File: config.mk
export PLATFORM = sky130hd
export DESIGN_NAME = pipeline_ctrl
export DESIGN_NICKNAME = d
export VERILOG_FILES = /design/src/rtl/pipeline_ctrl_pkg.sv /design/src/rtl/pipeline_ctrl_sat_counter.sv /design/src/rtl/pipeline_ctrl.sv
export SDC_FILE = /design/constraint.sdc
export NUM_CORES = 1
export LEC_CHECK = 0
export BUFFER_PORTS_ARGS = -buffer_cell sky130_fd_sc_hd__clkbuf_2
export CORE_MARGIN = 5
export CORE_UTILIZATION = 30
export CTS_CLUSTER_DIAMETER = 100
export DETAILED_ROUTE_END_ITERATION = 8
export GPL_ROUTABILITY_DRIVEN = 0
export PLACE_DENSITY = 0.68
export SYNTH_ARGS = -nofsm -noshare
export SYNTH_HDL_FRONTEND = slang
export SYNTH_HIERARCHICAL = 1
export SYNTH_SLANG_ARGS = --single-unit
File: constraint.sdc
create_clock -name clk -period 2.8 [get_ports clk]
set_input_delay 0 -clock clk [delete_from_list [all_inputs] [get_ports clk]]
set_output_delay 0 -clock clk [all_outputs]
set_load 0.005 [all_outputs]
File: src/rtl/pipeline_ctrl_pkg.sv
// Shared types for the pipeline hazard controller: state encoding,
// boolean constants and the per-state control decode.
package pipeline_ctrl_pkg;

    typedef enum logic [1:0] {
        RUN     = 2'd0,
        LDSTALL = 2'd1,
        FLUSH   = 2'd2,
        FREEZE  = 2'd3
    } ctrlState_t;

    localparam logic TRUE  = 1'b1;
    localparam logic FALSE = 1'b0;

    typedef struct packed {
        logic pcWrEn;
        logic ifidWrEn;
        logic ifidFlush;
        logic idexBubble;
        logic exmemWrEn;
    } ctrlBits_t;

    // Moore decode of the pipeline control lines for one state
    function automatic ctrlBits_t decodeState(input ctrlState_t s);
        ctrlBits_t c;
        case (s)
            RUN:     c = '{TRUE,  TRUE,  FALSE, FALSE, TRUE };
            LDSTALL: c = '{FALSE, FALSE, FALSE, TRUE,  TRUE };
            FLUSH:   c = '{TRUE,  TRUE,  TRUE,  TRUE,  TRUE };
            default: c = '{FALSE, FALSE, FALSE, FALSE, FALSE};
        endcase
        return c;
    endfunction

endpackage

File: src/rtl/pipeline_ctrl_sat_counter.sv
// 32-bit (by default) saturating up-counter with enable; sticks at all-ones.
module sat_counter #(
    parameter int WIDTH = 32
) (
    input  logic             clk,
    input  logic             rst,
    input  logic             en,
    output logic [WIDTH-1:0] count
);

    // Count enabled cycles, holding once every bit is set
    always_ff @(posedge clk or negedge rst) begin
        if (!rst) begin
            count <= '0;
        end else if (en && (count != {WIDTH{1'b1}})) begin
            count <= count + 1'b1;
        end
    end

endmodule

File: src/rtl/pipeline_ctrl.sv
// Pipeline hazard controller: turns registered branch / load-use hazard
// requests and the data-memory wait into stall, bubble and flush controls.
// Optional performance counters are built when PIPELINE_CTRL_PERF_EN is
// defined; otherwise stallCount and flushCount read as zero.
module pipeline_ctrl
    import pipeline_ctrl_pkg::*;
#(
    parameter int LOAD_STALL_CYCLES   = 1,
    parameter int BRANCH_FLUSH_CYCLES = 1
) (
    input  logic        clk,
    input  logic        rst,
    input  logic        cHazard,
    input  logic        dHazard,
    input  logic        memWait,
    output logic        pcWrEn,
    output logic        ifidWrEn,
    output logic        ifidFlush,
    output logic        idexBubble,
    output logic        exmemWrEn,
    output logic [1:0]  ctrlState,
    output logic [31:0] stallCount,
    output logic [31:0] flushCount
);

    // Count holds the number of extra cycles left after the current one,
    // so a fresh operation loads CYCLES-1.
    localparam logic [1:0] STALL_LOAD = 2'(LOAD_STALL_CYCLES - 1);
    localparam logic [1:0] FLUSH_LOAD = 2'(BRANCH_FLUSH_CYCLES - 1);

    ctrlState_t state, stateNext;
    ctrlState_t retState, retStateNext;
    logic [1:0] count, countNext;
    ctrlBits_t  ctrl;

    // State, remaining-cycle count and the state to resume after a freeze
    always_ff @(posedge clk or negedge rst) begin
        if (!rst) begin
            state    <= RUN;
            retState <= RUN;
            count    <= 2'd0;
        end else begin
            state    <= stateNext;
            retState <= retStateNext;
            count    <= countNext;
        end
    end

    // Next-state rules: memory wait beats branch, branch beats load-use
    always_comb begin
        stateNext    = state;
        retStateNext = retState;
        countNext    = count;
        if (memWait) begin
            stateNext = FREEZE;
            if (state != FREEZE) begin
                retStateNext = state;
            end
        end else begin
            case (state)
                RUN: begin
                    if (cHazard) begin
                        stateNext = FLUSH;
                        countNext = FLUSH_LOAD;
                    end else if (dHazard) begin
                        stateNext = LDSTALL;
                        countNext = STALL_LOAD;
                    end
                end
                LDSTALL, FLUSH: begin
                    if (cHazard) begin
                        stateNext = FLUSH;
                        countNext = FLUSH_LOAD;
                    end else if (count == 2'd0) begin
                        stateNext = RUN;
                    end else begin
                        countNext = count - 2'd1;
                    end
                end
                FREEZE: begin
                    stateNext = retState;
                end
                default: begin
                    stateNext = RUN;
                    countNext = 2'd0;
                end
            endcase
        end
    end

    // Moore controls, overridden to the frozen pattern while memory waits
    always_comb begin
        ctrl = decodeState(state);
        if (memWait && rst) begin
            ctrl = decodeState(FREEZE);
        end
    end

    assign pcWrEn     = ctrl.pcWrEn;
    assign ifidWrEn   = ctrl.ifidWrEn;
    assign ifidFlush  = ctrl.ifidFlush;
    assign idexBubble = ctrl.idexBubble;
    assign exmemWrEn  = ctrl.exmemWrEn;
    assign ctrlState  = state;

`ifdef PIPELINE_CTRL_PERF_EN
    sat_counter #(.WIDTH(32)) stallCounter (
        .clk   (clk),
        .rst   (rst),
        .en    ((state == LDSTALL) || (state == FREEZE)),
        .count (stallCount)
    );

    sat_counter #(.WIDTH(32)) flushCounter (
        .clk   (clk),
        .rst   (rst),
        .en    (state == FLUSH),
        .count (flushCount)
    );
`else
    assign stallCount = 32'd0;
    assign flushCount = 32'd0;
`endif

endmodule

==> qor.yml, run 1 <==
syn_avg_cell_area_um2: 8.03
multi_input_area_um2: 488
powerDensity_mw_per_mm2: 715
via_count: 551
tritoncts: "yes"
remaining_drc_errors: 0
synthTopCellsByArea: "buf_4 53%, dfrtp_1 16%, ha_1 5.5%"
drive_gt1_frac: 0.118
clkLatencyLatePin_ns: 0.25
skew_ns: 0.00457
cp.required_ns: 2.93
htreeDepth: 1
grt_pass1_vias: 441
fin_crit_ns: 1.54
wl_per_cell_um: 9.21
swShare: 0.428
p_clk_frac: 0.146
combinationalPowerShare: 0.579
hold_violations: 0
synth_common_cells: "65 x buf_4, 7 x inv_1, 6 x dfrtp_1"
min_path_type: "in -> reg"
cts_max_path_buffers: 2
die_y_um: 65.3
drt_wl_total_mm: 1.47
power_leakage_nw: 0.461
drt_iter0_markers: 5
initial_core_util: 0.308
crit_path_end_kind: "register"
syn_area_um2: 916
hpwl_mm: 1.31
synth_cell_types: 22
rows: 20
antenna_found_initial: 0
worstPathArrival_ns: 1.67
dieArea_mm2: 0.00426
synth_largest_area_cell: "buf_4"
finalCritPeriodShare: 0.549
outcome: "completed"
grt_max_degree: 10
wl_met3_um: 261
pin_count: 76
core_mm2: 0.00298
ys_warn_count: 6
pwr-share-seq: 0.275
nNetsFinal: 138
gr-usage-all-layers: 0.0618
hold_depth: 3
path_class: "reg -> reg"
setup-tns-final_ns: 0
grt_pass1_wl_mm: 1.97
seq_area_frac_synth: 0.164
fp.dieW_um: 65.3
maxCapViolCount: 0
cp_max_fo: 6
post-synth-top-count-cell: "buf_4"
synth_top_area_share: 0.533
p_int_w: 0.000325
post-cts-setup-buffer-count: 0
cts.sinks: 6
vdd_drop_max_mv: 0.282
ys_seq_elements: 6
cts_resized: 0
portBuffers: 11
maxSlewViolCount: 0
setup_viol: 0
cp-start-kind: "register"
final_util: 0.266
synthFlopType: "dfrtp_1"
rsz0062_at_grt: "false"
postRouteAntennaNets: 0
max_freq_mhz: 651
firstDrtPassIters: 4
vias_per_cell: 3.44
syn_to_final_growth_pct: -13.4
gr-total-overflow: 0
synth_edf_count: 0
cts_inserted_buffers: 3
worstRegToRegCells: 5
async_flop_share: 1.00
nFillCells: 335
cts_root_buf: "clkbuf_4"
dr.max_layer_used: "met3"
regArea_um2: 150
n_antenna_cell: 0
switchingPower_w: 0.000243
wl_met2_um: 712
drt-met1-wl_um: 499
clk_pin_slew_ns: 0.05
syn-instance-count: 114
[registers in the layout (all words and copies together) (netlist names)]
| register | cells |
|---|---|
| count | 2 |
| ctrlState | 2 |
| retState | 2 |
[cells by family (layout without fill, tap and decap cells)]
| family | count (synthesis) | after routing | share of synthesized area |
|---|---|---|---|
| adder cells (fa/ha/maj) | 4 | 4 | 0.0546 |
| AND/OR/NAND/NOR | 12 | 12 | 0.0697 |
| buffers and inverters | 72 | 22 | 0.561 |
| AO/OA/AOI/OAI | 19 | 19 | 0.146 |
| flip-flops | 6 | 6 | 0.164 |
| other | 1 | 64 | 0.00409 |
[layout by cell type, fill, tap and decap left out, types with 2 or more instances in the layout]
| cell type | instances |
|---|---|
| nor2b_1 | 3 |
| a21boi_0 | 2 |
| o211ai_1 | 4 |
| clkbuf_4 | 3 |
| ha_1 | 4 |
| o21a_1 | 3 |
| o21ai_0 | 3 |
| inv_1 | 7 |
| dfrtp_1 | 6 |
| nand2_1 | 4 |
| conb_1 | 64 |
| or2_1 | 2 |
| clkbuf_2 | 11 |
[final timing paths]
path                       slack, ns          from            to
max                             1.26  ctrlState[0]      count[1]
min                             0.07       memWait  ctrlState[1]
max reg2reg                     1.26  ctrlState[0]      count[1]
min reg2reg                     0.50   retState[1]   retState[1]
max in group asynchronous       2.47           rst      count[1]
min in group asynchronous       0.14           rst  ctrlState[0]
[layer usage]
metal	vias to the layer above	global-route usage
met3	0	0.0427
met5	-	0
li1	266	-
met2	42	0.0973
met1	243	0.0643
met4	0	0.0233
[area by class of cell]
type,count,share of cell area
Clock buffer,3,0.0284
Tap cell,33,0.0521
Inverter,7,0.0331
Sequential cell,6,0.189
Multi-Input combinational cell,99,0.615
Timing Repair Buffer,12,0.0820
[through the flow]
step	setup WS [ns]	std cells	instance area, um2	power, W	hold slack (ns)
global route	1.15	160	793	0.000638	0.0897
global placement	1.33	156	761	0.000487	-0.136
detailed placement	1.28	156	761	0.000487	-0.131
finish	1.26	160	793	0.000567	0.0725
floorplan	1.34	177	1150	0.000456	-0.296
CTS	1.25	160	793	0.000577	0.0713
[power groups by stage]
stage / Clock (W) / Sequential [W] / Combinational (W)
2_1_floorplan: 0 / 0.000151 / 0.000305
3_3_place_gp: 0 / 0.000153 / 0.000334
3_5_place_dp: 0 / 0.000156 / 0.000330
4_1_cts: 0.0000869 / 0.000156 / 0.000333
5_1_grt: 0.0000953 / 0.000163 / 0.000380
6_report: 0.0000829 / 0.000156 / 0.000328
[critical path, stage by stage, from the launching register on]
cell and delay, ns:
dfrtp_1 0.41, inv_1 0.11, ha_1 0.25, nor3b_1 0.36, o41ai_1 0.11, a22o_1 0.18
[timing repair]
action,CTS,global route
endpoints found under the setup margin,0,0
endpoints found under the hold margin,6,0
hold buffers,1,0
Note: power is estimated with default switching activity, not from simulation.
==> run 2, diff against run 1 <==
--- a/config.mk
+++ b/config.mk
@@ -5,13 +5,14 @@
 export SDC_FILE = /design/constraint.sdc
 export NUM_CORES = 1
 export LEC_CHECK = 0
+export ABC_AREA = 1
 export BUFFER_PORTS_ARGS = -buffer_cell sky130_fd_sc_hd__clkbuf_2
 export CORE_MARGIN = 5
 export CORE_UTILIZATION = 30
 export CTS_CLUSTER_DIAMETER = 100
 export DETAILED_ROUTE_END_ITERATION = 8
 export GPL_ROUTABILITY_DRIVEN = 0
-export PLACE_DENSITY = 0.68
+export PLACE_DENSITY = 0.69
 export SYNTH_ARGS = -nofsm -noshare
 export SYNTH_HDL_FRONTEND = slang
 export SYNTH_HIERARCHICAL = 1
==> constraint.sdc (replaced) <==
create_clock -name clk -period 1.3 [get_ports clk]
set_input_delay 0 -clock clk [delete_from_list [all_inputs] [get_ports clk]]
set_output_delay 0 -clock clk [all_outputs]
set_load 0.005 [all_outputs]
==> run 2 against run 1 <==
Clock skew is 0.0040 ns lower. Highest routed layer is now met4. Non-clock buffer count grew 7. Synthesized cell count rose by 23%. Largest power group unchanged. Critical endpoint is now pcWrEn.
==> qor.yml, run 2 <==
cp.required_ns: 1.30  # was 2.93 ns
gr-total-overflow: 0  # unchanged
remaining_drc_errors: 0  # unchanged
async_flop_share: 1.00  # unchanged
nNetsFinal: 171  # was 138
ys_warn_count: 6  # unchanged
drt_wl_total_mm: 1.65  # was 1.47 mm
pin_count: 76  # unchanged
regArea_um2: 150  # unchanged
synthFlopType: "dfrtp_1"  # unchanged
wl_per_cell_um: 8.07  # was 9.21 um
synth_common_cells: "65 x buf_4, 30 x nand2_1, 11 x nor2_1, 10 x inv_1, 6 x dfrtp_1"  # was 65 x buf_4, 7 x inv_1, 6 x dfrtp_1
timing.hold.ws_ns: 0.167  # was 0.0725 ns
powerDensity_mw_per_mm2: 1640  # was 715 mW/mm2
grt_max_degree: 8  # was 10
min_path_type: "in -> reg"  # unchanged
hpwl_mm: 1.39  # was 1.31 mm
cp_max_fo: 5  # was 6
grt_pass1_vias: 526  # was 441
place_ws_ns: -0.0175  # was 1.28 ns
fin_ws_ns: 0.0329  # was 1.26 ns
clk_pin_slew_ns: 0.04  # was 0.05 ns
syn_area_um2: 962  # was 916 um2
worstPathArrival_ns: 1.27  # was 1.67 ns
drive_gt1_frac: 0.200  # was 0.118
synth.mux.area_fraction: 0  # unchanged
drt_iter0_markers: 11  # was 5
via_count: 675  # was 551
multi_input_area_um2: 546  # was 488 um2
hold_violations: 0  # unchanged
final_util: 0.310  # was 0.266
core_mm2: 0.00305  # was 0.00298 mm2
cp-start-kind: "register"  # unchanged
switchingPower_w: 0.000678  # was 0.000243 W
grt_pass1_wl_mm: 2.06  # was 1.97 mm
die_y_um: 66.6  # was 65.3 um
cts.sinks: 6  # unchanged
portBuffers: 11  # unchanged
synth_compound_area_frac: 0.0312  # was 0.146
synth_top_family_by_area: "buffers and inverters"  # unchanged
rsz0062_at_grt: "true"  # was false
fin_crit_ns: 1.27
initial_core_util: 0.315  # was 0.308
combinationalPowerShare: 0.681  # was 0.579
setup_viol: 0  # unchanged
cts_max_path_buffers: 2  # unchanged
dieArea_mm2: 0.00444  # was 0.00426 mm2
antenna_found_initial: 0  # unchanged
p_int_w: 0.000872  # was 0.000325 W
gr-usage-all-layers: 0.0617  # was 0.0618
n_antenna_cell: 0  # unchanged
maxSlewViolCount: 0  # unchanged
r2r-start: "ctrlState[0]"  # unchanged
syn-instance-count: 140  # was 114
tritoncts: "yes"  # unchanged
synth_largest_area_cell: "buf_4"  # unchanged
final_cell_mix: "64 x conb_1, 30 x nand2_1, 10 x nor2_1"  # was 64 x conb_1, 11 x clkbuf_2, 7 x inv_1
nFillCells: 332  # was 335
seq_area_frac_synth: 0.156  # was 0.164
synthTopCellsByArea: "buf_4 51%, dfrtp_1 16%, nand2_1 12%"  # was buf_4 53%, dfrtp_1 16%, ha_1 5.5%
outcome: "completed"  # unchanged
fp.dieW_um: 66.6  # was 65.3 um
max_freq_mhz: 789
synth-simple-area-share: 0.203  # was 0.0697
ys_seq_elements: 6  # unchanged
swShare: 0.437  # was 0.428
cts_root_buf: "clkbuf_4"  # unchanged
cts_inserted_buffers: 3  # unchanged
vias_per_cell: 3.31  # was 3.44
pwr-share-seq: 0.215  # was 0.275
maxCapViolCount: 0  # unchanged
finalCritPeriodShare: 0.975
p_clk_frac: 0.105  # was 0.146
layout_commonest_cell: "conb_1"  # unchanged
vdd_drop_max_mv: 0.574  # was 0.282 mV
setup-tns-final_ns: 0  # unchanged
clkLatencyLatePin_ns: 0.24  # was 0.25 ns
min_from: "memWait"  # unchanged
firstDrtPassIters: 4  # unchanged
syn_avg_cell_area_um2: 6.87  # was 8.03 um2
syn_to_final_growth_pct: -1.56  # was -13.4%
path_class: "reg -> out"  # was reg -> reg
synthAdderAreaFrac: 0.0520  # was 0.0546
crit_path_end_kind: "output pin"  # was register
rows: 20  # unchanged
crit_start: "ctrlState[0]"  # unchanged
power_leakage_nw: 0.589  # was 0.461 nW
postRouteAntennaNets: 0  # unchanged
synth_cell_types: 14  # was 22
synthXorXnorAreaFrac: 0  # unchanged
post-synth-top-count-cell: "buf_4"  # unchanged
synth_edf_count: 0  # unchanged
htreeDepth: 1  # unchanged
skew_ns: 0.000568  # was 0.00457 ns
synth_top_area_share: 0.507  # was 0.533
[run 2: cell types whose count changed in the layout (fill, tap and decap cells not counted), sizes merged, moves of 3 or more]
cell,change
nand2,+26
nor2,+10
buf,+8
inv,+5
nand3,+4
o211ai,-4
nor2b,-3
[run 2: critical path, cell delays in order, from the launching register on]
cell and delay [ns]:
dfrtp_1 0.41, ha_2 0.24, nor2_2 0.13, o21a_1 0.14, clkbuf_2 0.11
[run 2: final timing paths]
path / endpoint / slack (ns) / depth (start not counted)
min in group asynchronous: count[1] / 0.34 / 2
max reg2reg: ctrlState[1] / 0.09 / 7
max in group asynchronous: ctrlState[0] / 0.74 / 2
max: pcWrEn / 0.03 / 4
min reg2reg: count[1] / 0.48 / 2
min: count[1] / 0.17 / 4
[run 2: cell families after synthesis]
family / Yosys count
buffers and inverters: 77
AND/OR/NAND/NOR: 48
flip-flops: 6
AO/OA/AOI/OAI: 4
adder cells (fa/ha/maj): 4
other: 1
[run 2: timing repair]
action,in CTS,in global routing
hold buffers,1,1
gates cloned,0,0
pin swaps,1,2
gates resized for setup,7,4
setup buffers,1,2
endpoints found under the hold margin,6,6
endpoints found under the setup margin,6,6
[run 2: layout make-up]
class                      instances  share of cell area
multi-input combinational        120               0.576
sequential                         6               0.159
timing repair buffer              19               0.136
tap                               44              0.0581
inverter                          12              0.0476
clock buffer                       3              0.0238
[run 2: through the flow]
| step | power (W) | cell area [um2] | cells |
|---|---|---|---|
| final | 0.00155 | 947 | 204 |
| after global routing | 0.00171 | 947 | 204 |
| after CTS | 0.00150 | 925 | 202 |
| after detailed placement | 0.00119 | 851 | 197 |
| after global placement | 0.00119 | 851 | 197 |
| after floorplan | 0.00103 | 1200 | 203 |
[run 2: power by group through the flow]
stage	combinational, W	clock, W	sequential, W
finish	0.00105	0.000162	0.000333
global route	0.00119	0.000175	0.000341
CTS	0.000994	0.000172	0.000329
detailed placement	0.000865	0	0.000328
global placement	0.000864	0	0.000326
floorplan	0.000711	0	0.000324
[run 2: per-layer routing]
| layer | share of wire | up-vias | track usage |
|---|---|---|---|
| met3 | 0.13 | 2 | 0.0135 |
| met4 | 0.0073 | 0 | 0.0457 |
| met1 | 0.34 | 300 | 0.0650 |
| met2 | 0.52 | 38 | 0.106 |
| met5 | 0 | - | 0 |
| li1 | - | 335 | - |
==> run 3, diff against run 2 <==
--- a/config.mk
+++ b/config.mk
@@ -12,7 +12,7 @@
 export CTS_CLUSTER_DIAMETER = 100
 export DETAILED_ROUTE_END_ITERATION = 8
 export GPL_ROUTABILITY_DRIVEN = 0
-export PLACE_DENSITY = 0.69
+export PLACE_DENSITY_LB_ADDON = 0.05
 export SYNTH_ARGS = -nofsm -noshare
 export SYNTH_HDL_FRONTEND = slang
 export SYNTH_HIERARCHICAL = 1
==> run 3 against run 2 <==
Register-to-register slack hardly changed. Via count is 0.89% lower. Final cell count stayed put. Sequential power is 2% lower. Non-clock buffer count stayed put. Core utilization is 0.29 points higher. Worst setup slack better by 0.0017 ns. Critical path depth is 1 higher. Total power is 0.29% lower. Sequential share of layout area is 0.15 points lower. Sequential cell count stayed put. Clock power hardly changed. Largest cell class unchanged.
==> qor.yml, run 3 (synthesis gave the netlist of run 2 again) <==
outcome: "completed"  # unchanged
power_leakage_nw: 0.594  # was 0.589 nW
drt-met1-wl_um: 585  # was 567 um
powerDensity_mw_per_mm2: 1620  # was 1640 mW/mm2
worstPathArrival_ns: 1.27  # about the same
max_freq_mhz: 790  # was 789 MHz
core_mm2: 0.00305  # unchanged
crit_path_top_delay_cell: "dfrtp_1"  # unchanged
die_y_um: 66.6  # unchanged
grt_pass1_vias: 508  # was 526
finalNonFillerCells: 204  # unchanged
rows: 20  # unchanged
cts_inserted_buffers: 3  # unchanged
portBuffers: 11  # unchanged
layout_commonest_cell: "conb_1"  # unchanged
dp.cells: 198  # was 197
tritoncts: "yes"  # unchanged
setup_viol: 0  # unchanged
fin_crit_ns: 1.27  # about the same
wl_met2_um: 894  # was 859 um
antenna_found_initial: 0  # unchanged
hold_violations: 0  # unchanged
finalCritPeriodShare: 0.973  # was 0.975
rrSetupSlack_ns: 0.08  # was 0.09 ns
grt_max_degree: 8  # unchanged
p_int_w: 0.000861  # was 0.000872 W
pwr-share-seq: 0.210  # was 0.215
hpwl_mm: 1.56  # was 1.39 mm
wl_met3_um: 238  # was 207 um
crit_path_end_kind: "output pin"  # unchanged
rsz0062_at_grt: "true"  # unchanged
pin_count: 76  # unchanged
final_cell_mix: "64 x conb_1, 30 x nand2_1, 8 x inv_1, 8 x nor2_1, 8 x clkbuf_2"  # was 64 x conb_1, 30 x nand2_1, 10 x nor2_1
power.total_w: 0.00155  # about the same
cp-start-kind: "register"  # unchanged
wl_per_cell_um: 8.42  # was 8.07 um
drt_wl_total_mm: 1.72  # was 1.65 mm
postRouteAntennaNets: 0  # unchanged
gr-usage-all-layers: 0.0621  # was 0.0617
clk_pin_slew_ns: 0.04  # about the same
htreeDepth: 1  # unchanged
swShare: 0.443  # was 0.437
vdd_drop_max_mv: 0.791  # was 0.574 mV
nNetsFinal: 171  # unchanged
remaining_drc_errors: 0  # unchanged
nFillCells: 353  # was 332
maxSlewViolCount: 0  # unchanged
maxCapViolCount: 0  # unchanged
n_antenna_cell: 0  # unchanged
timing.hold.ws_ns: 0.158  # was 0.167 ns
combinationalPowerShare: 0.684  # was 0.681
via_count: 669  # was 675
cts_max_path_buffers: 2  # unchanged
path_class: "reg -> out"  # unchanged
cp_cell_sequence: "inv_2 > buf_6 > ha_4 > o21a_1 > buf_2"  # was ha_2 > nor2_2 > o21a_1 > clkbuf_2
cp_max_fo: 3  # was 5
drt_iter0_markers: 15  # was 11
min_path_type: "in -> reg"  # unchanged
initial_core_util: 0.315  # unchanged
cp.required_ns: 1.30  # about the same
dr.max_layer_used: "met3"  # was met4
grt_pass1_wl_mm: 2.13  # was 2.06 mm
firstDrtPassIters: 4  # unchanged
vias_per_cell: 3.28  # was 3.31
p_clk_frac: 0.106  # was 0.105
skew_ns: 0.00204  # was 0.000568 ns
dieArea_mm2: 0.00444  # unchanged
max_stage_delay_ns: 0.38  # was 0.41 ns
fp.dieW_um: 66.6  # unchanged
cts_root_buf: "clkbuf_4"  # unchanged
clkLatencyLatePin_ns: 0.24  # about the same
drive_gt1_frac: 0.206  # was 0.200
cts.sinks: 6  # unchanged
switchingPower_w: 0.000684  # was 0.000678 W
syn_to_final_growth_pct: -0.650  # was -1.56%
gr-total-overflow: 0  # unchanged
## run 3: final cells by class
cell class / instances / area (um2) / share of cell area
Tap cell: 44 / 55.1 / 0.0576
Inverter: 12 / 45.0 / 0.0471
Clock buffer: 3 / 22.5 / 0.0236
Multi-Input combinational cell: 120 / 551 / 0.576
Sequential cell: 6 / 150 / 0.157
Timing Repair Buffer: 19 / 133 / 0.139
## run 3: worst paths after layout
path                                     end          from  depth (start not counted)
worst max-delay path                ifidWrEn  ctrlState[0]                          5
min in group asynchronous       ctrlState[0]           rst                          2
worst min register to register   retState[1]   retState[1]                          2
worst max register to register  ctrlState[1]  ctrlState[0]                          7
worst min-delay path                count[0]       memWait                          4
max in group asynchronous       ctrlState[1]           rst                          2
## run 3: repair_timing
item | in CTS | in global routing
hold buffers | 1 | 1
buffers inserted | 2 | 0
pin swaps | 2 | 5
endpoints found under the setup margin | 6 | 6
endpoints found under the hold margin | 6 | 6
gates resized for setup | 8 | 7
## run 3: per-layer routing
layer,vias up,GRT usage
li1,335,-
met2,45,0.105
met5,-,0
met1,289,0.0751
met3,0,0.0101
met4,0,0.0305
## run 3: critical path, delay by kind of cell (launching register included)
| family | cells | cell delay (ns) |
|---|---|---|
| buffers and inverters | 3 | 0.31 |
| AOI/OAI and AO/OA | 1 | 0.18 |
| adders and majority gates | 1 | 0.14 |
| DFF | 1 | 0.38 |
## run 3: per-stage QoR
stage	worst slack (ns)	utilization	instance area, um2	TNS [ns]
after floorplan	0.0424	-	1200	0
after global placement	-0.0377	0.281	858	-0.0528
after detailed placement	-0.000677	0.281	858	-0.000677
after CTS	0.0122	0.305	930	0
after global routing	-0.0479	0.313	956	-0.0833
final	0.0346	0.313	956	0
## run 3: power by group through the flow
stage	combinational (W)	sequential, W	clock, W
finish	0.00106	0.000325	0.000164
CTS	0.00103	0.000325	0.000176
floorplan	0.000711	0.000324	0
global route	0.00119	0.000336	0.000189
detailed placement	0.000913	0.000322	0
global placement	0.000918	0.000325	0
